==> config.mk <==
export PLATFORM = sky130hd
export DESIGN_NAME = priority_irq_controller
export DESIGN_NICKNAME = d
export VERILOG_FILES = /design/src/rtl/irq_pkg.sv /design/src/rtl/irq_gateway.sv /design/src/rtl/priority_irq_controller.sv
export SDC_FILE = /design/constraint.sdc
export NUM_CORES = 1
export LEC_CHECK = 0
export CAP_MARGIN = 30
export CORE_MARGIN = 2
export CORE_UTILIZATION = 57
export DETAILED_ROUTE_END_ITERATION = 10
export PLACE_DENSITY_LB_ADDON = 0.1
export SETUP_SLACK_MARGIN = 0.15
export SYNTH_ARGS = -nofsm -noshare
export SYNTH_HDL_FRONTEND = slang
export SYNTH_SLANG_ARGS = --single-unit
==> constraint.sdc <==
create_clock -name clock -period 30.4 [get_ports clock]
set_input_delay 3.04 -clock clock [delete_from_list [all_inputs] [get_ports clock]]
set_output_delay 3.04 -clock clock [all_outputs]
set_load 0.005 [all_outputs]
==> src/rtl/irq_pkg.sv <==
// Shared types for the priority interrupt controller.
// Default widths match a 16-source, 3-bit-priority build.
package irq_pkg;

   localparam int DEF_NUM_SRC = 16;
   localparam int DEF_PRIO_W  = 3;
   localparam int DEF_ID_W    = $clog2(DEF_NUM_SRC);

   // Priority value that can never raise an interrupt
   localparam int PRIO_NEVER  = 0;

   typedef logic [DEF_PRIO_W-1:0] prio_t;
   typedef logic [DEF_ID_W-1:0]   id_t;

   typedef struct packed {
      logic hit;
      id_t  id;
   } claim_resp_t;

endpackage

==> src/rtl/irq_gateway.sv <==
// Per-source gateway: edge/level capture into a one-deep pending bit.
// In edge mode a new edge beats a same-cycle claim clear.
module irq_gateway
   import irq_pkg::*;
(
   input  logic clock,
   input  logic reset,
   input  logic irq,
   input  logic edge_mode,
   input  logic set_block,
   input  logic claim_clr,
   output logic pending
);

   logic prev;
   logic set_d;

   // Set condition: rising edge, or level while not held in service
   always_comb begin
      if (edge_mode) begin
         set_d = irq & ~prev;
      end else begin
         set_d = irq & ~set_block & ~claim_clr;
      end
   end

   // Pending bit and previous sample for edge detection
   always_ff @(posedge clock or posedge reset) begin
      if (reset) begin
         prev    <= 1'b0;
         pending <= 1'b0;
      end else begin
         prev <= irq;
         if (set_d) begin
            pending <= 1'b1;
         end else if (claim_clr) begin
            pending <= 1'b0;
         end
      end
   end

endmodule

==> src/rtl/priority_irq_controller.sv <==
// Priority interrupt controller with threshold, round-robin ties
// and a claim/complete handshake.
module priority_irq_controller
   import irq_pkg::*;
#(
   parameter int NUM_SRC = 16,
   parameter int PRIO_W  = 3,
   parameter int ID_W    = $clog2(NUM_SRC)
) (
   input  logic                      clock,
   input  logic                      reset,
   input  logic [NUM_SRC-1:0]        src_irq,
   input  logic [NUM_SRC-1:0]        src_enable,
   input  logic [NUM_SRC-1:0]        src_edge,
   input  logic [NUM_SRC*PRIO_W-1:0] src_priority,
   input  logic [PRIO_W-1:0]         threshold,
   input  logic                      claim_req,
   output logic                      claim_resp_valid,
   output logic                      claim_hit,
   output logic [ID_W-1:0]           claim_id,
   input  logic                      complete_valid,
   input  logic [ID_W-1:0]           complete_id,
   output logic                      irq_out,
   output logic [NUM_SRC-1:0]        pending,
   output logic [NUM_SRC-1:0]        in_service
);

   logic [PRIO_W-1:0]  prio [NUM_SRC];
   logic [NUM_SRC-1:0] pend;
   logic [NUM_SRC-1:0] elig;
   logic [NUM_SRC-1:0] tied;
   logic [NUM_SRC-1:0] claim_oh;
   logic [NUM_SRC-1:0] cmp_oh;
   logic [PRIO_W-1:0]  max_prio;

   logic               best_valid;
   logic [ID_W-1:0]    best_id;
   logic               best_valid_d;
   logic [ID_W-1:0]    best_id_d;
   logic [ID_W-1:0]    rr_ptr;
   logic [ID_W-1:0]    rr_next;
   logic               claim_fire;

   logic               resp_valid_q;
   logic               resp_hit_q;
   logic [ID_W-1:0]    resp_id_q;

   assign claim_fire = claim_req & best_valid;
   assign rr_next    = claim_fire ? best_id : rr_ptr;

   for (genvar g = 0; g < NUM_SRC; g++) begin : g_src
      assign prio[g]     = src_priority[g*PRIO_W +: PRIO_W];
      assign claim_oh[g] = claim_fire && (best_id == ID_W'(g));
      assign cmp_oh[g]   = complete_valid && in_service[g]
                           && (complete_id == ID_W'(g));

      irq_gateway u_gw (
         .clock     (clock),
         .reset     (reset),
         .irq       (src_irq[g]),
         .edge_mode (src_edge[g]),
         .set_block (in_service[g]),
         .claim_clr (claim_oh[g]),
         .pending   (pend[g])
      );
   end

   // Eligibility; a source being claimed this cycle is masked out
   always_comb begin
      elig = '0;
      for (int i = 0; i < NUM_SRC; i++) begin
         elig[i] = pend[i] && src_enable[i] && !in_service[i]
                   && !claim_oh[i] && (prio[i] > threshold)
                   && (prio[i] != PRIO_W'(PRIO_NEVER));
      end
   end

   // Highest eligible priority and the set of sources tied at it
   always_comb begin
      max_prio = '0;
      tied     = '0;
      for (int i = 0; i < NUM_SRC; i++) begin
         if (elig[i] && prio[i] > max_prio) max_prio = prio[i];
      end
      for (int i = 0; i < NUM_SRC; i++) begin
         tied[i] = elig[i] && (prio[i] == max_prio);
      end
   end

   // Round-robin pick: first tied index strictly after the pointer
   always_comb begin
      int idx;
      best_valid_d = 1'b0;
      best_id_d    = '0;
      idx          = 0;
      for (int k = 1; k <= NUM_SRC; k++) begin
         idx = int'(rr_next) + k;
         if (idx >= NUM_SRC) idx = idx - NUM_SRC;
         if (!best_valid_d && tied[idx[ID_W-1:0]]) begin
            best_valid_d = 1'b1;
            best_id_d    = idx[ID_W-1:0];
         end
      end
   end

   // Arbiter result, pointer and in-service tracking
   always_ff @(posedge clock or posedge reset) begin
      if (reset) begin
         best_valid <= 1'b0;
         best_id    <= '0;
         rr_ptr     <= ID_W'(NUM_SRC - 1);
         in_service <= '0;
      end else begin
         best_valid <= best_valid_d;
         best_id    <= best_id_d;
         rr_ptr     <= rr_next;
         in_service <= (in_service & ~cmp_oh) | claim_oh;
      end
   end

   // Claim response, one cycle after each request
   always_ff @(posedge clock or posedge reset) begin
      if (reset) begin
         resp_valid_q <= 1'b0;
         resp_hit_q   <= 1'b0;
         resp_id_q    <= '0;
      end else begin
         resp_valid_q <= claim_req;
         resp_hit_q   <= claim_req & best_valid;
         resp_id_q    <= claim_fire ? best_id : '0;
      end
   end

   assign irq_out          = best_valid;
   assign pending          = pend;
   assign claim_resp_valid = resp_valid_q;
   assign claim_hit        = resp_hit_q;
   assign claim_id         = resp_id_q;

endmodule

* After elaboration in Yosys (flattened, before gate mapping) *
Cells that the tools add are included.

storage, ports and cells
  register bits = 63
  input bits = 107
  word-level logic and storage cells = 683

operators by class
  $add $sub $neg = 32
  order comparisons = 64
  eq/ne operators = 46
  multiplexer cells = 146
  bitwise logic cells = 100
  reduce and logical (&&, ||, !) cells = 256

operator list
  operator                                                                number
  1-bit logical AND                                                       175
  4-bit two-way mux                                                       34
  3-bit greater-than comparator                                           31
  4-bit by 5-bit < comparator with 1-bit output (second input constant)   16
  1-bit two-way mux                                                       80
  5-bit >= comparator (second input constant)                             15
  1-bit binary-select mux with 4-bit select                               16
  4-bit equality test (second input constant)                             16
  4-bit by 1-bit subtractor with 4-bit output (second input constant)     16
  1-bit AND                                                               49
  3-bit equality test                                                     16
  3-bit two-way mux                                                       16
  1-bit NOT                                                               48
  3-bit nonzero test                                                      16
  1-bit logical NOT                                                       47
  4-bit by 4-bit adder with 5-bit output (second input constant)          8
  4-bit by 3-bit equality test with 1-bit output (second input constant)  8
  2-bit nonzero test                                                      16
  4-bit by 3-bit adder with 5-bit output (second input constant)          4
  16-bit AND                                                              1
  4-bit by 2-bit equality test with 1-bit output (second input constant)  4
  16-bit NOT                                                              1
  16-bit bitwise OR                                                       1
  4-bit by 2-bit adder with 5-bit output (second input constant)          2
  other kinds (6)                                                         8

* Longest topological paths before layout *
Gate-level depths: netlist of the first run.

  word-level depth = 103
  mapped depth = 129

* Cells and area by module *
From an unflattened synthesis of the first run, not the netlist that was laid out.

unflattened totals
  cell total of the unflattened synthesis = 1417
  area, all modules = 10613.9 um^2

by module, submodules not included
  module                   instances  cells an instance  area each (um^2)  sequential area each (um^2)
  priority_irq_controller  1          1305               9292.7            780.7
  irq_gateway              16         7                  82.6              50.0

* Least setup slack after synthesis of the first run *
No wires, ideal clock.

  kind = in2reg
  start = input threshold[1]
  end = register best_id[1]
  arrival = 25.813 ns
  required time = 30.313 ns
  slack = 4.500 ns
  cell stages on the path = 126
  buffers on the path = 6
  cells stage by stage = inv_1 -> ha_1 -> nor2b_1 -> o311a_1 -> and3_1 -> and2_1 -> ha_1 -> nor2b_1 -> o21a_1 -> o21ai_0 -> nor2_1 -> mux2_2 -> ha_1 -> nor2b_1 -> o21ai_0 -> a32oi_1 -> nand2_1 -> mux2_2 -> [90 not listed] -> clkbuf_1 -> nor2_1 -> and2_1 -> o21a_1 -> o2bb2ai_1 -> o21ai_4 -> buf_6 -> xnor2_1 -> a221oi_1 -> a211oi_1 -> o32ai_2 -> or3b_1 -> buf_4 -> nor4_2 -> o31ai_1 -> and4_1 -> o32a_1 -> a32oi_1

on the way
  longest elaborated chain between the ends = 100

ends and longest elaborated chain
  what                           RTL line                        source
  from (decl)                    priority_irq_controller.sv:16   input logic [PRIO_W-1:0] threshold,
  3-bit greater-than comparator  priority_irq_controller.sv:73   && !claim_oh[i] && (prio[i] > threshold)
  1-bit logical AND              priority_irq_controller.sv:73
  1-bit logical AND              priority_irq_controller.sv:74   && (prio[i] != PRIO_W'(PRIO_NEVER));
  1-bit logical AND              priority_irq_controller.sv:83   if (elig[i] && prio[i] > max_prio) max_prio = prio[i];
  3-bit two-way mux              priority_irq_controller.sv:83
  3-bit greater-than comparator  priority_irq_controller.sv:83
  1-bit logical AND              priority_irq_controller.sv:83
  3-bit two-way mux              priority_irq_controller.sv:83
  [85 not listed]                n/a
  1-bit two-way mux              priority_irq_controller.sv:99   if (!best_valid_d && tied[idx[ID_W-1:0]]) begin
  1-bit logical NOT              priority_irq_controller.sv:99
  1-bit logical AND              priority_irq_controller.sv:99
  1-bit two-way mux              priority_irq_controller.sv:99
  1-bit logical NOT              priority_irq_controller.sv:99
  1-bit logical AND              priority_irq_controller.sv:99
  4-bit two-way mux (*)          priority_irq_controller.sv:99
  via best_id_d[1]               priority_irq_controller.sv:39   logic [ID_W-1:0] best_id_d;
  to (signal assigned)           priority_irq_controller.sv:115  best_id <= best_id_d;
  to (decl)                      priority_irq_controller.sv:37   logic [ID_W-1:0] best_id;

The timed path passes the listed nets; every way through them passes the cells marked *. The select of a mux whose other input is x is not followed.
A chain may end at the register's enable or synchronous reset.

* Worst setup path after layout of the first run *
  start = input threshold[1]
  end = register best_id[2]

Same word-level chain as after synthesis.

==> metrics.txt, run 1 <==
Layout Cells excl Fill=approximately 1700; Mean Syn Cell Area=between 7 and 8 µm²; area leader, netlist=dfrtp_1; post-synthesis mux area share=0.0445; final setup TNS=0 ps; share of cells above drive strength 1=0.0959; cell area after synthesis=between 10000 and 15000 µm²; global-route wire length before repair=56300 µm; skew final=between 5 and 6 ps; kind of critical path=input pin to flip-flop; Comb power frac=0.821; Final Instance Area=~12000 µm²; power per standard cell area=about 110 nW/µm²; Final ANT Viol Nets=0; Leak Pwr=between 4 and 5 nW; Slew Viols, Final=0; Post-synth EDFFs=0; Worst Path Buf+Inv=9; slowest stage cell, crit path=a211oi_1; CTS max path bufs=2; arrival time at the worst endpoint=approximately 29000 ps; Area contributors post-synth=dfrtp_1, ha_1, o21ai_0; Inst Count DP=around 1600; family with the most delay on the worst path=compound AO/OA/AOI/OAI gates; largest net degree at the start of global routing=between 60 and 70; Initial Util=0.583; min-delay worst type=flip-flop to flip-flop; Slew headroom=0.292; Clock Sinks=63; CTS tree=yes; Final Hold Vio Count=0; Worst EP required=30600 ps; final net count=1620; vias in the first global route=~11000; YS warnings=0; total chip power=around 0.0013 W; Root Buffer=clkbuf_16; Area Overhead vs Synth=18.8%; Final setup violation count=0; Clock transition at path regs=~60 ps; Tmin final=between 20000 and 30000 ps; DRT Wirelength=between 30000 and 40000 µm; peak supply drop=just over 0.1 mV; period utilization=0.937; fraction of registers with async set/reset=1.00; Critical Path End Type=flip-flop; Yosys top cell area share=0.146; Net Count, Synth=1517; Internal=a little under 0.0006 W; GRT Resource Usage Total=0.386; I/O pins=146; DP Wirelength=~29000 µm; unrepaired setup endpoints after global routing=no; IO Port Bufs=between 100 and 150; Pre-Repair DR Iteration Count=6; crit start category=input pin; switching share of power=0.555; Seq cells post-synth=63; H-tree levels=3; Compound-Gate Fraction of Synth Area=0.330; sequential-to-total area share from yosys stat=0.157; WL per Instance=approximately 22 µm; clk_lat worst skew=between 300 and 400 ps; Max FO, Critical Path=16; CTS buffer count=9; Rows=48; sequential cell fraction of total power=0.106; number of vias per cell=around 6.9; Post-Synth Adder-Cell Area=0.101; area of the core=about 17000 µm²; initial DRC count=~1000; Remaining DRCs=0; routability-driven placement congestion ratio=between 1 and 1.5; post-route setup slack=around 1900 ps; count of different cell masters after synthesis=110; highest clock rate=between 30 and 40 MHz; count leader, synth=nor2_1; cell mode on critical path=ha_1; initial antenna violation count=1; run status=completed; Switching Power=0.000734 W; top post-synthesis cells by count=nor2_1, nand2_1, o21ai_0; Main synth FF type=dfrtp_1; post-placement worst setup slack=around 700 ps; Die ar.=18800 µm²; main combinational cell family by area after synthesis=compound AO/OA/AOI/OAI gates; vias=approximately 11000; clock share of power=0.073; Synth Area in XOR/XNOR=0.0347; placed cell areas=roughly 11000 µm²; Die Ht=around 140 µm; Worst path max stage delay=480 ps; maxcap violations=0; Post-Synth Simple-Gate Area=0.259; Die Wd=between 100 and 150 µm; Worst Tran Pin Value=slightly above 1000 ps; grt ovf=0; Syn Inst Count=~1300; Worst R2R Setup Slack=4730 ps
metal layers:
| metal | wire, µm | track usage |
|---|---|---|
| met1 | 14200 | 0.473 |
| met2 | 16600 | 0.622 |
| met3 | 3840 | 0.100 |
| met4 | 2080 | 0.200 |
| met5 | 0 | 0 |
area by class of cell:
| type | instances | area [µm²] |
|---|---|---|
| Multi-Input combinational cell | 1115 | 7880 |
| Timing Repair Buffer | 180 | 1710 |
| Fill cell | 1490 | 5310 |
| Sequential cell | 63 | 1580 |
| Antenna cell | 1 | 2.50 |
| Clock buffer | 9 | 225 |
| Inverter | 66 | 255 |
| Tap cell | 225 | 282 |
| Clock inverter | 6 | 47.5 |
repair_timing:
action | in CTS | in global routing
setup buffers | 0 | 14
gates resized for setup | 0 | 22
hold buffers | 0 | 0
endpoints found under the setup margin | 0 | 5
cell usage in the layout, fill, tap and decap left out, drive strengths merged, types with 31 or more instances in the layout:
cell type	n
a211oi	32
a21oi	60
buf	35
clkdlybuf4s50	145
dfrtp	59
ha	78
inv	67
nand2	105
nand3	56
nor2	113
nor3	72
o21ai	100
xnor2	31
cell families (layout without fill, tap and decap cells):
| group | count (synthesis) | in the layout |
|---|---|---|
| other | 0 | 1 |
| AOI/OAI and AO/OA | 455 | 455 |
| xor gates and xnor gates | 40 | 40 |
| DFF | 63 | 63 |
| adders and majority gates | 82 | 82 |
| buffers and inverters | 154 | 261 |
| muxes | 37 | 37 |
| and+or+nand+nor | 501 | 501 |
power groups by stage:
stage | sequential (W) | combinational (W) | clock [W]
after floorplan | 0.000129 | 0.000748 | 0
after global placement | 0.000140 | 0.000984 | 0
after detailed placement | 0.000141 | 0.000992 | 0
after CTS | 0.000139 | 0.000998 | 0.0000973
after global routing | 0.000142 | 0.00117 | 0.000102
final | 0.000140 | 0.00109 | 0.0000963
worst reg2reg max path: cells and delay by family (launching register included):
kind	cells	cell delay, ps
and+or+nand+nor	42	7250
AOI/OAI and AO/OA	48	9790
muxes	7	2410
adders and majority gates	18	4790
buffers and inverters	7	920
DFF	1	350
through the flow:
step,util,hold WS (ps)
global route,0.693,551
global placement,0.664,511
finish,0.693,530
floorplan,-,474
detailed placement,0.664,519
CTS,0.680,531
registers in the layout, indices dropped and copies added, names as in the netlist:
register / count
claim_resp_valid: 1
best_id: 4
in_service: 16
claim_hit: 1
g_src.u_gw.prev: 16
rr_ptr: 4
claim_id: 4
g_src.u_gw.pending: 16
irq_out: 1
path summary, 6_finish.rpt:
path                                                   start                           endpoint  depth (start not counted)
hold reg to reg            g_src[1].u_gw.pending$_DFFE_PP0P_  g_src[1].u_gw.pending$_DFFE_PP0P_                          2
max in group asynchronous                              reset           in_service[11]$_DFF_PP0_                          3
setup reg to reg                        best_id[1]$_DFF_PP0_               best_id[2]$_DFF_PP0_                        122
setup / recovery                                threshold[1]               best_id[2]$_DFF_PP0_                        125
min in group asynchronous                              reset      g_src[15].u_gw.prev$_DFF_PP0_                          3
hold / removal             g_src[1].u_gw.pending$_DFFE_PP0P_  g_src[1].u_gw.pending$_DFFE_PP0P_                          2
Note: power is estimated with default switching activity, not from simulation.
==> run 2, diff against run 1 <==
--- a/config.mk
+++ b/config.mk
@@ -5,6 +5,7 @@
 export SDC_FILE = /design/constraint.sdc
 export NUM_CORES = 1
 export LEC_CHECK = 0
+export ABC_CLOCK_PERIOD_IN_PS = 30400
 export CAP_MARGIN = 30
 export CORE_MARGIN = 2
 export CORE_UTILIZATION = 57
==> results of run 2 <==
The final DEF is identical to that of run 1; final timing and power are the same.
